===== config.mk =====
export PLATFORM = sky130hd
export DESIGN_NAME = draw_screen_manager
export DESIGN_NICKNAME = d
export VERILOG_FILES = /design/src/rtl/draw_screen_manager_pkg.sv /design/src/rtl/draw_screen_manager_rect_hit.sv /design/src/rtl/draw_screen_manager.sv
export SDC_FILE = /design/constraint.sdc
export NUM_CORES = 1
export LEC_CHECK = 0
export BUFFER_PORTS_ARGS = -buffer_cell sky130_fd_sc_hd__buf_2
export CAP_MARGIN = 15
export CORE_ASPECT_RATIO = 1.1
export CORE_UTILIZATION = 45
export DETAILED_ROUTE_END_ITERATION = 10
export PLACE_DENSITY = 0.73
export SKIP_CTS_REPAIR_TIMING = 1
export SLEW_MARGIN = 15
export SYNTH_ARGS = -nofsm -noshare
export SYNTH_HDL_FRONTEND = slang
export SYNTH_SLANG_ARGS = --single-unit
export TNS_END_PERCENT = 50

===== constraint.sdc =====
create_clock -name pclk -period 1.6 [get_ports pclk]
set_input_delay 0.16 -clock pclk [delete_from_list [all_inputs] [get_ports pclk]]
set_output_delay 0.16 -clock pclk [all_outputs]
set_load 0.005 [all_outputs]

===== src/rtl/draw_screen_manager_pkg.sv =====
// Shared screen encodings and colour constants for the background renderer.
// The MENU/GAME/PAUSE/OVER encoding is what the mode output reports.
package draw_screen_manager_pkg;

    typedef enum logic [1:0] {
        MENU  = 2'd0,
        GAME  = 2'd1,
        PAUSE = 2'd2,
        OVER  = 2'd3
    } screen_t;

    localparam logic [11:0] COL_BLACK  = 12'h000;
    localparam logic [11:0] COL_YELLOW = 12'hff0;
    localparam logic [11:0] COL_RED    = 12'hf00;
    localparam logic [11:0] COL_GREEN  = 12'h0f0;
    localparam logic [11:0] COL_BLUE   = 12'h00f;
    localparam logic [11:0] COL_WHITE  = 12'hfff;
    localparam logic [11:0] COL_GREY   = 12'h888;
    localparam logic [11:0] COL_DIM    = 12'h222;

    // On OVER the ring flashes red/white; the other play screens use a fixed colour.
    function automatic logic [11:0] border_colour(input screen_t screen, input logic flash);
        logic [11:0] colour;
        colour = COL_WHITE;
        case (screen)
            PAUSE:   colour = COL_GREY;
            OVER:    colour = flash ? COL_RED : COL_WHITE;
            default: colour = COL_WHITE;
        endcase
        return colour;
    endfunction

endpackage


===== src/rtl/draw_screen_manager_rect_hit.sv =====
// Combinational point-in-rectangle test over the half-open box [X0,X1) x [Y0,Y1).
module draw_screen_manager_rect_hit #(
    parameter logic [11:0] X0 = 12'd1,
    parameter logic [11:0] X1 = 12'd2,
    parameter logic [11:0] Y0 = 12'd1,
    parameter logic [11:0] Y1 = 12'd2
) (
    input  logic [11:0] i_x,
    input  logic [11:0] i_y,
    output logic        o_hit
);

    assign o_hit = (i_x >= X0) && (i_x < X1) && (i_y >= Y0) && (i_y < Y1);

endmodule


===== src/rtl/draw_screen_manager.sv =====
// Screen FSM plus a 2-stage VGA pipeline that paints the menu / arena background.
// Stage 1 registers hit flags, stage 2 registers the final colour and delayed timing.
module draw_screen_manager
    import draw_screen_manager_pkg::*;
#(
    parameter int TOP_V_LINE    = 367,
    parameter int BOTTOM_V_LINE = 667,
    parameter int LEFT_H_LINE   = 361,
    parameter int RIGHT_H_LINE  = 661,
    parameter int BORDER        = 10,
    parameter int BTN_X0        = 400,
    parameter int BTN_X1        = 690,
    parameter int BTN_Y0        = 400,
    parameter int BTN_Y1        = 480,
    parameter int FLASH_FRAMES  = 16,
    parameter int H_LAST        = 1023,
    parameter int V_LAST        = 767
) (
    input  logic        pclk,
    input  logic        rst_n,
    input  logic [11:0] hcount_in,
    input  logic [11:0] vcount_in,
    input  logic        hsync_in,
    input  logic        vsync_in,
    input  logic        hblnk_in,
    input  logic        vblnk_in,
    input  logic [11:0] xpos,
    input  logic [11:0] ypos,
    input  logic        mouse_left,
    input  logic        game_on,
    input  logic        menu_on,
    input  logic        pause_tgl,
    input  logic        game_over,
    output logic [11:0] hcount_out,
    output logic [11:0] vcount_out,
    output logic        hsync_out,
    output logic        vsync_out,
    output logic        hblnk_out,
    output logic        vblnk_out,
    output logic [11:0] rgb_out,
    output logic [1:0]  mode,
    output logic        hover
);

    localparam logic [11:0] ARENA_X0 = 12'(LEFT_H_LINE);
    localparam logic [11:0] ARENA_X1 = 12'(RIGHT_H_LINE);
    localparam logic [11:0] ARENA_Y0 = 12'(TOP_V_LINE);
    localparam logic [11:0] ARENA_Y1 = 12'(BOTTOM_V_LINE);
    localparam logic [11:0] RING_X0  = 12'(LEFT_H_LINE - BORDER);
    localparam logic [11:0] RING_X1  = 12'(RIGHT_H_LINE + BORDER);
    localparam logic [11:0] RING_Y0  = 12'(TOP_V_LINE - BORDER);
    localparam logic [11:0] RING_Y1  = 12'(BOTTOM_V_LINE + BORDER);
    localparam logic [11:0] B_X0     = 12'(BTN_X0);
    localparam logic [11:0] B_X1     = 12'(BTN_X1);
    localparam logic [11:0] B_Y0     = 12'(BTN_Y0);
    localparam logic [11:0] B_Y1     = 12'(BTN_Y1);
    localparam logic [11:0] H_END    = 12'(H_LAST);
    localparam logic [11:0] V_END    = 12'(V_LAST);
    localparam int          CW       = (FLASH_FRAMES > 1) ? $clog2(FLASH_FRAMES) : 1;
    localparam logic [CW-1:0] CNT_LAST = CW'(FLASH_FRAMES - 1);

    logic w_btnPix, w_btnMouse, w_arena;
    logic w_barTop, w_barBot, w_barLeft, w_barRight, w_ring;
    logic w_click, w_vblnkRise, w_enterOver, w_blank;
    logic [11:0] w_colour;

    screen_t r_state, r_shown, r_s1Screen;
    logic [1:0] r_mode;
    logic r_hover, r_mouseLeftD, r_vblnkD, r_flash;
    logic [CW-1:0] r_frameCnt;

    logic [11:0] r_s1Hcount, r_s1Vcount;
    logic r_s1Hsync, r_s1Vsync, r_s1Hblnk, r_s1Vblnk;
    logic r_s1Blank, r_s1VTop, r_s1VBot, r_s1HLeft, r_s1HRight;
    logic r_s1Btn, r_s1Ring, r_s1Arena, r_s1Flash, r_s1Hover;

    draw_screen_manager_rect_hit #(.X0(B_X0), .X1(B_X1), .Y0(B_Y0), .Y1(B_Y1))
        u_btnMouse (.i_x(xpos), .i_y(ypos), .o_hit(w_btnMouse));
    draw_screen_manager_rect_hit #(.X0(B_X0), .X1(B_X1), .Y0(B_Y0), .Y1(B_Y1))
        u_btnPix (.i_x(hcount_in), .i_y(vcount_in), .o_hit(w_btnPix));
    draw_screen_manager_rect_hit #(.X0(ARENA_X0), .X1(ARENA_X1), .Y0(ARENA_Y0), .Y1(ARENA_Y1))
        u_arena (.i_x(hcount_in), .i_y(vcount_in), .o_hit(w_arena));
    draw_screen_manager_rect_hit #(.X0(RING_X0), .X1(RING_X1), .Y0(RING_Y0), .Y1(ARENA_Y0))
        u_barTop (.i_x(hcount_in), .i_y(vcount_in), .o_hit(w_barTop));
    draw_screen_manager_rect_hit #(.X0(RING_X0), .X1(RING_X1), .Y0(ARENA_Y1), .Y1(RING_Y1))
        u_barBot (.i_x(hcount_in), .i_y(vcount_in), .o_hit(w_barBot));
    draw_screen_manager_rect_hit #(.X0(RING_X0), .X1(ARENA_X0), .Y0(RING_Y0), .Y1(RING_Y1))
        u_barLeft (.i_x(hcount_in), .i_y(vcount_in), .o_hit(w_barLeft));
    draw_screen_manager_rect_hit #(.X0(ARENA_X1), .X1(RING_X1), .Y0(RING_Y0), .Y1(RING_Y1))
        u_barRight (.i_x(hcount_in), .i_y(vcount_in), .o_hit(w_barRight));

    assign w_ring      = w_barTop | w_barBot | w_barLeft | w_barRight;
    assign w_blank     = hblnk_in | vblnk_in;
    assign w_click     = mouse_left & ~r_mouseLeftD;
    assign w_vblnkRise = vblnk_in & ~r_vblnkD;
    assign w_enterOver = ~menu_on & (r_state == GAME) & game_over;
    assign mode        = r_mode;
    assign hover       = r_hover;

    // Screen FSM; menu_on overrides everything, game_over beats pause_tgl in GAME.
    always_ff @(posedge pclk or negedge rst_n) begin
        if (!rst_n) begin
            r_state <= MENU;
            r_mode  <= 2'd0;
            r_hover <= 1'b0;
        end else begin
            r_mode  <= r_state;
            r_hover <= w_btnMouse & (r_state == MENU);
            if (menu_on) begin
                r_state <= MENU;
            end else begin
                case (r_state)
                    MENU:  if ((w_btnMouse & w_click) | game_on) r_state <= GAME;
                    GAME:  if (game_over) r_state <= OVER;
                           else if (pause_tgl) r_state <= PAUSE;
                    PAUSE: if (pause_tgl) r_state <= GAME;
                    OVER:  if (w_click) r_state <= MENU;
                    default: r_state <= MENU;
                endcase
            end
        end
    end

    // The displayed screen and the flash phase only advance at frame start.
    always_ff @(posedge pclk or negedge rst_n) begin
        if (!rst_n) begin
            r_mouseLeftD <= 1'b0;
            r_vblnkD     <= 1'b0;
            r_shown      <= MENU;
            r_frameCnt   <= '0;
            r_flash      <= 1'b0;
        end else begin
            r_mouseLeftD <= mouse_left;
            r_vblnkD     <= vblnk_in;
            if (w_vblnkRise) r_shown <= r_state;
            if (w_enterOver) begin
                r_frameCnt <= '0;
                r_flash    <= 1'b0;
            end else if (w_vblnkRise) begin
                if (r_frameCnt == CNT_LAST) begin
                    r_frameCnt <= '0;
                    r_flash    <= ~r_flash;
                end else begin
                    r_frameCnt <= r_frameCnt + CW'(1);
                end
            end
        end
    end

    always_ff @(posedge pclk or negedge rst_n) begin
        if (!rst_n) begin
            r_s1Hcount <= '0;    r_s1Vcount <= '0;
            r_s1Hsync  <= 1'b0;  r_s1Vsync  <= 1'b0;
            r_s1Hblnk  <= 1'b0;  r_s1Vblnk  <= 1'b0;
            r_s1Blank  <= 1'b0;  r_s1VTop   <= 1'b0;
            r_s1VBot   <= 1'b0;  r_s1HLeft  <= 1'b0;
            r_s1HRight <= 1'b0;  r_s1Btn    <= 1'b0;
            r_s1Ring   <= 1'b0;  r_s1Arena  <= 1'b0;
            r_s1Flash  <= 1'b0;  r_s1Hover  <= 1'b0;
            r_s1Screen <= MENU;
        end else begin
            r_s1Hcount <= hcount_in;            r_s1Vcount <= vcount_in;
            r_s1Hsync  <= hsync_in;             r_s1Vsync  <= vsync_in;
            r_s1Hblnk  <= hblnk_in;             r_s1Vblnk  <= vblnk_in;
            r_s1Blank  <= w_blank;              r_s1VTop   <= (vcount_in == 12'd0);
            r_s1VBot   <= (vcount_in == V_END); r_s1HLeft  <= (hcount_in == 12'd0);
            r_s1HRight <= (hcount_in == H_END); r_s1Btn    <= w_btnPix;
            r_s1Ring   <= w_ring;               r_s1Arena  <= w_arena;
            r_s1Flash  <= r_flash;              r_s1Hover  <= r_hover;
            r_s1Screen <= r_shown;
        end
    end

    always_comb begin
        w_colour = COL_BLACK;
        if (r_s1Blank)       w_colour = COL_BLACK;
        else if (r_s1VTop)   w_colour = COL_YELLOW;
        else if (r_s1VBot)   w_colour = COL_RED;
        else if (r_s1HLeft)  w_colour = COL_GREEN;
        else if (r_s1HRight) w_colour = COL_BLUE;
        else if (r_s1Screen == MENU) begin
            if (r_s1Btn) w_colour = r_s1Hover ? COL_GREEN : COL_WHITE;
        end else if (r_s1Ring) begin
            w_colour = border_colour(r_s1Screen, r_s1Flash);
        end else if ((r_s1Screen == PAUSE) && r_s1Arena) begin
            w_colour = COL_DIM;
        end
    end

    always_ff @(posedge pclk or negedge rst_n) begin
        if (!rst_n) begin
            hcount_out <= '0;   vcount_out <= '0;
            hsync_out  <= 1'b0; vsync_out  <= 1'b0;
            hblnk_out  <= 1'b0; vblnk_out  <= 1'b0;
            rgb_out    <= '0;
        end else begin
            hcount_out <= r_s1Hcount; vcount_out <= r_s1Vcount;
            hsync_out  <= r_s1Hsync;  vsync_out  <= r_s1Vsync;
            hblnk_out  <= r_s1Hblnk;  vblnk_out  <= r_s1Vblnk;
            rgb_out    <= w_colour;
        end
    end

endmodule


==> flow_summary.toml <==
[status]
status = "complete, no violations"

[cts]
clk_pin_slew_ps = 80
cts_root_buf = "clkbuf_8"
cts_tree = "built"
htree_levels = 3
cts_made_buffers = 9
clkSinkCount = 90
insertion_delay_ps = 350
clockBufferDepth = 2

[floorplan]
start_util_pct = 46.6
die_h_um = 91.6
core_area_um2 = 7050
rows = 32
chipWidth_um = 83.5
io_pins = 102
die-area_um2 = 7650

[critical_path]
critPathKind = "input pin to flip-flop"
required_ps = 1820
critical_path_arrival_ps = 1730
end_kind = "flip-flop"
start_kind = "input pin"
timing.rr.end = "rgb_out[6]"
rr_startpoint = "r_s1Screen[0]"
reg2regPathDepth = 4
cp-startpoint = "hcount_in[11]"
cp_max_fo = 3
reg2reg_slack_ps = 190

[finish]
mostFrequentLayoutCells = "95 x buf_2, 90 x dfrtp_1, 29 x dlygate4sd3_1"
antenna_cells = 0
synthToLayoutAreaGrowth_pct = 32.7
fin_util_pct = 61.9
fin_nets = 464
drive_gt1_share_pct = 29.7
final_common_cell = "buf_2"

[placement]
port_buffers = 96
gp_congestion = 0.844
dp_hpwl_mm = 4.41

[route]
via_per_inst = 5.20
drt-initial-drc-count = 156
drtAntennaViolNets = 0
totalWireLength_mm = 6.47
firstDrtPassIters = 4
drc_errors = 0
vias = 2562
wire_per_inst_um = 13.1

[synth]
ys_seq_area_share_pct = 68.5
ys_seq_elements = 90
syn_inst = 272
async_reset_ff_share_pct = 100
syn-cell-area_um2 = 3290
synth_warnings = 0
postSynthAreaPerCell_um2 = 12.1
ys.flop_type = "dfrtp_1"
synth_edf_count = 0
synth.distinct_cells = 49
synth_nets = 332

[min_path]
holdPathStages = 1
holdPathEnd = "r_s1Hcount[5]"
hold_class = "input pin to flip-flop"
min-delay-start = "hcount_in[5]"

[power]
leakage_nw = 2.07
p_per_area_nw_per_um2 = 1040
combPwrFrac_pct = 11.3
p_int_mw = 3.42
ir_drop_mv = 0.610
p_sw_share_pct = 24.2
seqPwrFrac_pct = 55.5
netSwitchingPower_mw = 1.09
clkPwrFrac_pct = 33.2

[sta]
fmax_mhz = 660
finalSetupViolCount = 0
fin_skew_ps = 10.3
hold_violations = 0
tns_ps = 0
max_slew_margin_pct = 69.5
rsz0062_at_grt = "no"
maxSlewViolCount = 0
layout_min_cycle_time_ps = 1520
period_share_pct = 94.7
worstMarginPinSlew_ps = 454

[global_routing]
antenna_found_initial = 0
track_usage_pct = 17.4
grt_pass1_vias = 2278
grt_max_degree = 39
grt.overflow.total = 0
grt_pass1_wl_mm = 10.3

[run]
drv_cap = 0
registers in the layout, summed over array words and instances (netlist names), 2 cells and up:
| name | count |
|---|---|
| r_s1Screen | 2 |
| rgb_out | 9 |
| r_s1Hcount | 12 |
| r_state | 2 |
| r_shown | 2 |
| mode | 2 |
| r_s1Vcount | 12 |
| hcount_out | 12 |
| r_frameCnt | 4 |
| vcount_out | 12 |
worst max-delay path: stages:
cell and delay (ps):
dlygate4sd3_1 540, buf_2 130, or2_2 310, nor3_1 240, nand2_1 90, nor4_1 260
synthesized netlist by cell type, types with 2 or more instances:
cell type / number / area [um^2]
a211o_1: 2 / 17.5
a211oi_1: 2 / 15.0
a21oi_1: 24 / 120
a311oi_1: 2 / 17.5
a31o_2: 2 / 17.5
and2_1: 2 / 12.5
and4_1: 3 / 26.3
buf_4: 3 / 22.5
clkbuf_1: 4 / 15.0
dfrtp_1: 90 / 2250
inv_1: 5 / 18.8
nand2_1: 28 / 105
nand2b_1: 6 / 37.5
nand3_1: 6 / 30.0
nand4_1: 2 / 12.5
nor2_1: 18 / 67.6
nor2b_1: 3 / 18.8
nor3_1: 17 / 85.1
nor4_1: 2 / 12.5
nor4b_1: 3 / 26.3
o2111ai_1: 2 / 17.5
o21a_1: 4 / 30.0
o21ai_0: 10 / 50.1
o21bai_1: 2 / 15.0
o22ai_1: 2 / 12.5
or2_2: 2 / 12.5
or3_1: 3 / 18.8
xor2_1: 2 / 17.5
metal layers:
| metal | share of wire (%) | GRT usage (%) | vias to the layer above |
|---|---|---|---|
| met2 | 50 | 27.6 | 119 |
| met3 | 6.1 | 4.41 | 9 |
| met1 | 42 | 22.1 | 1202 |
| li1 | - | - | 1232 |
| met4 | 1.8 | 9.18 | 0 |
| met5 | 0 | 0 | - |
metrics by stage:
stage / worst slack [ps] / power (mW) / cell area (um^2) / hold WS [ps] / cells
final: 84.3 / 4.52 / 4360 / 25.5 / 493
after global routing: 46.1 / 4.77 / 4360 / -4.40 / 493
after CTS: 200 / 4.51 / 4070 / -305 / 464
after detailed placement: 90.6 / 3.01 / 3880 / 83.0 / 449
after global placement: 94.9 / 2.99 / 3880 / 78.5 / 449
after floorplan: 253 / 2.75 / 3290 / -136 / 272
layout make-up:
cell class	count	area (um^2)
fillers	568	2680
multi-input cells	168	968
clock inverters	4	52.6
clock buffers	11	141
repair buffers	130	823
inverters	5	18.8
flip-flops and latches	90	2250
well taps	85	106
power by group through the flow:
stage | sequential, mW | combinational (mW) | clock (mW)
2_1_floorplan | 2.54 | 0.219 | 0
3_3_place_gp | 2.54 | 0.442 | 0
3_5_place_dp | 2.55 | 0.456 | 0
4_1_cts | 2.51 | 0.459 | 1.54
5_1_grt | 2.53 | 0.573 | 1.67
6_report | 2.51 | 0.511 | 1.50
kinds of logic (layout without fill, tap and decap cells):
family | after synthesis | after routing | share of synthesized area (%)
and+or+nand+nor | 102 | 102 | 16.1
DFF | 90 | 90 | 68.5
AOI/OAI and AO/OA | 62 | 62 | 12.1
buffers and inverters | 14 | 150 | 2.02
xor gates and xnor gates | 2 | 2 | 0.533
adders and majority gates | 1 | 1 | 0.381
muxes | 1 | 1 | 0.305
worst max-delay path by stage:
| stage | to | cells past startpoint |
|---|---|---|
| 6_report | r_s1HLeft | 6 |
| 5_1_grt | r_s1Arena | 7 |
| 4_1_cts | rgb_out[6] | 4 |
| 3_5_place_dp | r_s1Arena | 6 |
| 3_3_place_gp | r_s1Arena | 6 |
| 2_1_floorplan | r_flash | 3 |
Power figures use the tool's default switching activity.
